File: src/rtl/half_nn_pkg.sv
// Shared types and constants for the half-precision network sequencer.
package half_nn_pkg;

  localparam int          HALF_NEURONS = 10;
  localparam logic [15:0] HALF_ZERO    = 16'h0000;

  typedef logic [15:0] half_t;
  typedef half_t half_vec_t [HALF_NEURONS];

  typedef enum logic [1:0] {
    IDLE   = 2'd0,
    LAUNCH = 2'd1,
    WAIT   = 2'd2,
    FINISH = 2'd3
  } seq_state_t;

endpackage

File: src/rtl/half_vec_reg.sv
// NEURONS-wide half-float vector register with load enable and sync clear.
module half_vec_reg
  import half_nn_pkg::*;
#(
  parameter int NEURONS = HALF_NEURONS
) (
  input  logic                clk,
  input  logic                rstn,
  input  logic                clr,
  input  logic                load,
  input  half_t [NEURONS-1:0] d,
  output half_t [NEURONS-1:0] q
);

  half_t [NEURONS-1:0] q_r;

  // Vector storage: reset and clear win over load, otherwise hold.
  always_ff @(posedge clk) begin
    if (!rstn) begin
      q_r <= {NEURONS{HALF_ZERO}};
    end else if (clr) begin
      q_r <= {NEURONS{HALF_ZERO}};
    end else if (load) begin
      q_r <= d;
    end else begin
      q_r <= q_r;
    end
  end

  assign q = q_r;

endmodule

File: src/rtl/half_predict_sequencer.sv
// Runs NUM_LAYERS invocations of one shared layer datapath per prediction.
// Optional per-layer watchdog enabled with `define HALF_SEQ_WDOG_EN.
module half_predict_sequencer
  import half_nn_pkg::*;
#(
  parameter int NUM_LAYERS = 2,
  parameter int NEURONS    = 10,
  parameter int IDX_W      = (NUM_LAYERS > 1) ? $clog2(NUM_LAYERS) : 1,
  parameter int TIMEOUT    = 1024
) (
  input  logic                clk,
  input  logic                rstn,
  input  logic                start,
  input  half_t [NEURONS-1:0] x,
  output logic                busy,
  output logic                done,
  output half_t [NEURONS-1:0] y,
  output logic                lyr_start,
  output logic [IDX_W-1:0]    lyr_idx,
  output half_t [NEURONS-1:0] lyr_x,
  input  logic                lyr_done,
  input  half_t [NEURONS-1:0] lyr_l,
  output logic                err
);

  localparam logic [IDX_W-1:0] LAST_IDX = IDX_W'(NUM_LAYERS - 1);
  localparam logic [IDX_W-1:0] IDX_ONE  = IDX_W'(1);

  seq_state_t          state_r;
  seq_state_t          state_s;
  logic                busy_r;
  logic                done_r;
  logic                lyr_start_r;
  logic [IDX_W-1:0]    lyr_idx_r;
  logic                buf_load_s;
  logic                buf_sel_l_s;
  logic                y_load_s;
  logic                idx_clr_s;
  logic                idx_inc_s;
  logic                wd_fire_s;
  half_t [NEURONS-1:0] buf_d_s;

  // Next-state decode plus load strobes for the buffer, y and the index.
  always_comb begin
    state_s     = state_r;
    buf_load_s  = 1'b0;
    buf_sel_l_s = 1'b0;
    y_load_s    = 1'b0;
    idx_clr_s   = 1'b0;
    idx_inc_s   = 1'b0;
    case (state_r)
      IDLE: begin
        if (start) begin
          buf_load_s = 1'b1;
          idx_clr_s  = 1'b1;
          state_s    = LAUNCH;
        end else begin
          state_s = IDLE;
        end
      end
      // A lyr_done seen here belongs to an earlier invocation and is dropped.
      LAUNCH: begin
        state_s = WAIT;
      end
      WAIT: begin
        if (lyr_done) begin
          if (lyr_idx_r == LAST_IDX) begin
            y_load_s = 1'b1;
            state_s  = FINISH;
          end else begin
            buf_load_s  = 1'b1;
            buf_sel_l_s = 1'b1;
            idx_inc_s   = 1'b1;
            state_s     = LAUNCH;
          end
        end else if (wd_fire_s) begin
          state_s = FINISH;
        end else begin
          state_s = WAIT;
        end
      end
      FINISH: begin
        state_s = IDLE;
      end
      default: begin
        state_s = IDLE;
      end
    endcase
  end

  // Layer input comes from x on accept and from the previous result afterwards.
  always_comb begin
    buf_d_s = x;
    if (buf_sel_l_s) begin
      buf_d_s = lyr_l;
    end else begin
      buf_d_s = x;
    end
  end

  // State register; handshake outputs are registered from the next state.
  always_ff @(posedge clk) begin
    if (!rstn) begin
      state_r     <= IDLE;
      busy_r      <= 1'b0;
      done_r      <= 1'b0;
      lyr_start_r <= 1'b0;
      lyr_idx_r   <= {IDX_W{1'b0}};
    end else begin
      state_r     <= state_s;
      busy_r      <= (state_s == LAUNCH) || (state_s == WAIT);
      done_r      <= (state_s == FINISH);
      lyr_start_r <= (state_s == LAUNCH);
      if (idx_clr_s) begin
        lyr_idx_r <= {IDX_W{1'b0}};
      end else if (idx_inc_s) begin
        lyr_idx_r <= lyr_idx_r + IDX_ONE;
      end else begin
        lyr_idx_r <= lyr_idx_r;
      end
    end
  end

`ifdef HALF_SEQ_WDOG_EN
  localparam int               CNT_W     = $clog2(TIMEOUT + 1);
  localparam logic [CNT_W-1:0] CNT_LIMIT = CNT_W'(TIMEOUT - 1);
  localparam logic [CNT_W-1:0] CNT_ONE   = CNT_W'(1);

  logic [CNT_W-1:0] wd_cnt_r;
  logic             err_r;

  // wd_cnt_r holds cycles elapsed since lyr_start, so expiry lands done exactly TIMEOUT after it.
  assign wd_fire_s = (state_r == WAIT) && !lyr_done && (wd_cnt_r >= CNT_LIMIT);

  // Per-layer cycle counter and sticky error flag.
  always_ff @(posedge clk) begin
    if (!rstn) begin
      wd_cnt_r <= {CNT_W{1'b0}};
      err_r    <= 1'b0;
    end else begin
      if (state_r == LAUNCH) begin
        wd_cnt_r <= CNT_ONE;
      end else if (state_r == WAIT) begin
        wd_cnt_r <= wd_cnt_r + CNT_ONE;
      end else begin
        wd_cnt_r <= {CNT_W{1'b0}};
      end
      if ((state_r == IDLE) && start) begin
        err_r <= 1'b0;
      end else if (wd_fire_s) begin
        err_r <= 1'b1;
      end else begin
        err_r <= err_r;
      end
    end
  end

  assign err = err_r;
`else
  assign wd_fire_s = 1'b0;
  assign err       = 1'b0;
`endif

  half_vec_reg #(.NEURONS(NEURONS)) u_lyr_x_buf (
    .clk  (clk),
    .rstn (rstn),
    .clr  (1'b0),
    .load (buf_load_s),
    .d    (buf_d_s),
    .q    (lyr_x)
  );

  half_vec_reg #(.NEURONS(NEURONS)) u_y_reg (
    .clk  (clk),
    .rstn (rstn),
    .clr  (1'b0),
    .load (y_load_s),
    .d    (lyr_l),
    .q    (y)
  );

  assign busy      = busy_r;
  assign done      = done_r;
  assign lyr_start = lyr_start_r;
  assign lyr_idx   = lyr_idx_r;

endmodule

File: config.mk
export PLATFORM = sky130hd
export DESIGN_NAME = half_predict_sequencer
export DESIGN_NICKNAME = d
export VERILOG_FILES = /design/src/rtl/half_nn_pkg.sv /design/src/rtl/half_vec_reg.sv /design/src/rtl/half_predict_sequencer.sv
export SDC_FILE = /design/constraint.sdc
export NUM_CORES = 1
export LEC_CHECK = 0
export CAP_MARGIN = 30
export CORE_AREA = 2 2 255 257
export CTS_BUF_LIST = sky130_fd_sc_hd__clkbuf_8
export DETAILED_ROUTE_END_ITERATION = 7
export DIE_AREA = 0 0 257 259
export PLACE_DENSITY = 0.44
export SYNTH_ARGS = -nofsm -noshare
export SYNTH_HDL_FRONTEND = slang
export SYNTH_SLANG_ARGS = --single-unit
File: constraint.sdc
create_clock -name clk -period 1.8 [get_ports clk]
set_input_delay 0.27 -clock clk [delete_from_list [all_inputs] [get_ports clk]]
set_output_delay 0.27 -clock clk [all_outputs]
set_load 0.01 [all_outputs]
==> results.json <==
{
  "report.power.total_mw": 18.1,
  "synthTopCellsByArea": "dfxtp_1, a21boi_0, nand2_1, o221ai_2, o221ai_1",
  "crit_path_top_delay_cell": "dfxtp_2",
  "synth_xor_area_share_pct": 0,
  "via_per_inst": 4.43,
  "synth.avg_cell_area_um2": 8.93,
  "syn_area_mm2": 0.0130,
  "p_leak_nw": 9.19,
  "synth_compound_area_share_pct": 23.1,
  "path_cells": "dlygate4sd2_1",
  "crit_required_ns": 1.53,
  "min_period_ns": 1.67,
  "die_w_um": 257,
  "finalWirelength_um": 61700,
  "grt_pass1_wl_um": 91600,
  "met2_length_um": 30800,
  "place_inst": 2940,
  "r2r_cells": 5,
  "layout_common_cells": "dfxtp_1, dlygate4sd2_1, clkdlybuf4s50_1",
  "die_area_mm2": 0.0666,
  "timing.final.ws_setup_ns": 0.130,
  "layout-drive-gt1-share_pct": 12.5,
  "crit_fanout": 8,
  "cap_violations": 0,
  "cts_made_buffers": 61,
  "hold_class": "input port to flip-flop",
  "cpPeakStageDelay_ns": 0.42,
  "ys_ff_latch": 326,
  "p_per_area_mw_per_mm2": 821,
  "placementRows": 93,
  "final_net_count": 2474,
  "clock-root-buffer": "clkbuf_8",
  "syn_inst": 1457,
  "timing.hold.ws_ns": 0.238,
  "utilization_pct": 34.6,
  "fmax_mhz": 599,
  "cp.arrival_ns": 1.40,
  "gp_congestion": 0.837,
  "yosysTopAreaCell": "dfxtp_1",
  "dieHeight_um": 259,
  "dr.max_layer_used": "met5",
  "core_region_area_mm2": 0.0639,
  "grt_use_total_pct": 17.9,
  "io_pins": 649,
  "area_delta_synth_final_pct": 69.8,
  "fill_cells": 6657,
  "antenna_found_initial": 8,
  "hold_viol": 0,
  "cp.buffers_inverters": 1,
  "dr.pass1.iters": 5,
  "wl_met1_um": 24300,
  "synth.mux.area_fraction_pct": 0.0769,
  "r2r_end": "u_lyr_x_buf.q[95]$_SDFFE_PN0P_",
  "worstHoldStart": "lyr_l[123]",
  "grt_overflow": 0,
  "htree_levels": 2,
  "clkSlewWorstSetupHoldPaths_ns": 0.06,
  "yosysSeqAreaShare_pct": 50.1,
  "clk_latency_ns": 0.63,
  "timing.final.crit_share_pct": 92.8,
  "yosys.area_share.adder_pct": 0.0961,
  "drc": 0,
  "rsz0062_at_grt": "no",
  "clockBufferDepth": 3,
  "synth_warnings": 0,
  "syn-num-nets": 1782,
  "path_class": "flip-flop to primary output",
  "dpl.hpwl_um": 46700,
  "synth_top_area_share_pct": 50.1,
  "cp-start-kind": "flip-flop",
  "start_util_pct": 20.4,
  "tns_ns": 0,
  "wl_met3_um": 4710,
  "hold_depth": 3,
  "cts_sinks": 326,
  "min_to": "u_y_reg.q[123]$_SDFFE_PN0P_",
  "stdcell_area_mm2": 0.0221,
  "worstReg2RegStart": "state_r[0]$_SDFF_PN0_",
  "cts_tree": "done",
  "synth_top_family_by_area": "compound AO/OA/AOI/OAI gates",
  "pre_cts_ws_ns": -0.207,
  "ir_worst_vdd_mv": 0.421,
  "path_delay_family": "flip-flops",
  "grt_pass1_vias": 14200,
  "dpl-instance-area_mm2": 0.0213,
  "skew_ns": 0.0222,
  "layoutNonFillerInstCount": 3048,
  "vias": 13500,
  "synthSimpleGateAreaFrac_pct": 20.9,
  "antenna_left": 0,
  "synth.distinct_cells": 28,
  "outcome": "finished clean",
  "setup_viol": 0,
  "numPortBuffers": 647,
  "grt_max_degree": 81,
  "cp-end-kind": "primary output",
  "r2r_setup_slack_ns": 0.13,
  "post_cts_buffers": 0,
  "slew_viol_final": 0,
  "wl_per_cell_um": 20.2,
  "first_iter_violations": 464
}
==> worst max-delay path by stage <==
stage | startpoint | to | slack (ns) | cells past startpoint
after floorplan | state_r[0]$_SDFF_PN0_ | u_lyr_x_buf.q[10]$_SDFFE_PN0P_ | 0.27 | 7
after global placement | lyr_done | u_lyr_x_buf.q[135]$_SDFFE_PN0P_ | -0.18 | 6
after detailed placement | start | u_lyr_x_buf.q[95]$_SDFFE_PN0P_ | -0.21 | 6
after CTS | u_lyr_x_buf.q[123]$_SDFFE_PN0P_ | lyr_x[123] | 0.01 | 1
after global routing | lyr_idx$_SDFFE_PP0P_ | lyr_idx | 0.02 | 1
final | lyr_idx$_SDFFE_PP0P_ | lyr_idx | 0.13 | 1
==> flip-flops by register name, summed over array words and instances, names as in the netlist <==
name           count
busy               1
done               1
lyr_idx            1
lyr_start          1
state_r            2
u_lyr_x_buf.q    160
u_y_reg.q        160
==> kinds of logic after synthesis <==
kind of cell               Yosys count
AOI/OAI and AO/OA                  326
adders and majority gates            1
DFF                                326
and+or+nand+nor                    655
muxes                                1
other                                1
buffers and inverters              147
==> synthesized netlist by cell type <==
library cell  instances
a21boi_0            161
a21oi_1               2
and2_1                3
and3_1                1
and4b_1               1
buf_1                 3
buf_2                44
buf_4                11
buf_6                12
clkbuf_1             75
conb_1                1
dfxtp_1             326
ha_1                  1
inv_1                 2
mux2i_1               1
nand2_1             321
nand2b_1              2
nand4b_1              1
nand4bb_1             1
nor2_1              160
nor2b_1               3
nor3_1              159
nor3b_2               1
nor4bb_1              1
o21ai_0               4
o221ai_1             99
o221ai_2             60
or3b_1                1
==> cell type report <==
cell class | count | area [µm²] | area share [%]
Antenna cell | 4 | 10.0 | 0.0453
Clock buffer | 76 | 1050 | 4.73
Clock inverter | 27 | 133 | 0.600
Inverter | 2 | 7.51 | 0.0340
Multi-Input combinational cell | 984 | 5800 | 26.2
Sequential cell | 326 | 6530 | 29.5
Tap cell | 855 | 1070 | 4.84
Timing Repair Buffer | 774 | 7510 | 34.0
==> repair_timing <==
action | CTS | global route
hold buffers | 1 | 0
pin swaps | 0 | 0
hold endpoints to repair | 15 | 0
resized for setup | 326 | 2
setup endpoints to repair | 324 | 21
==> where the power goes <==
| group | leakage (nW) | internal [mW] | switching (mW) |
|---|---|---|---|
| Sequential | 2.67 | 7.62 | 0.226 |
| Clock | 0.692 | 3.88 | 3.22 |
| Combinational | 5.84 | 1.68 | 1.51 |
| Total | 9.19 | 13.2 | 4.96 |
==> per-layer routing <==
metal / vias to the layer above / global-route usage [%]
met1: 6370 / 20.2
met4: 8 / 5.93
met5: - / 0
met2: 474 / 31.8
met3: 119 / 5.70
li1: 6520 / -
==> worst min-delay path, cell delays in order <==
cell and delay, ns:
clkdlybuf4s50_1 0.42, nand2_1 0.06, a21boi_0 0.06
No activity file was read; power rests on OpenSTA's default activity.
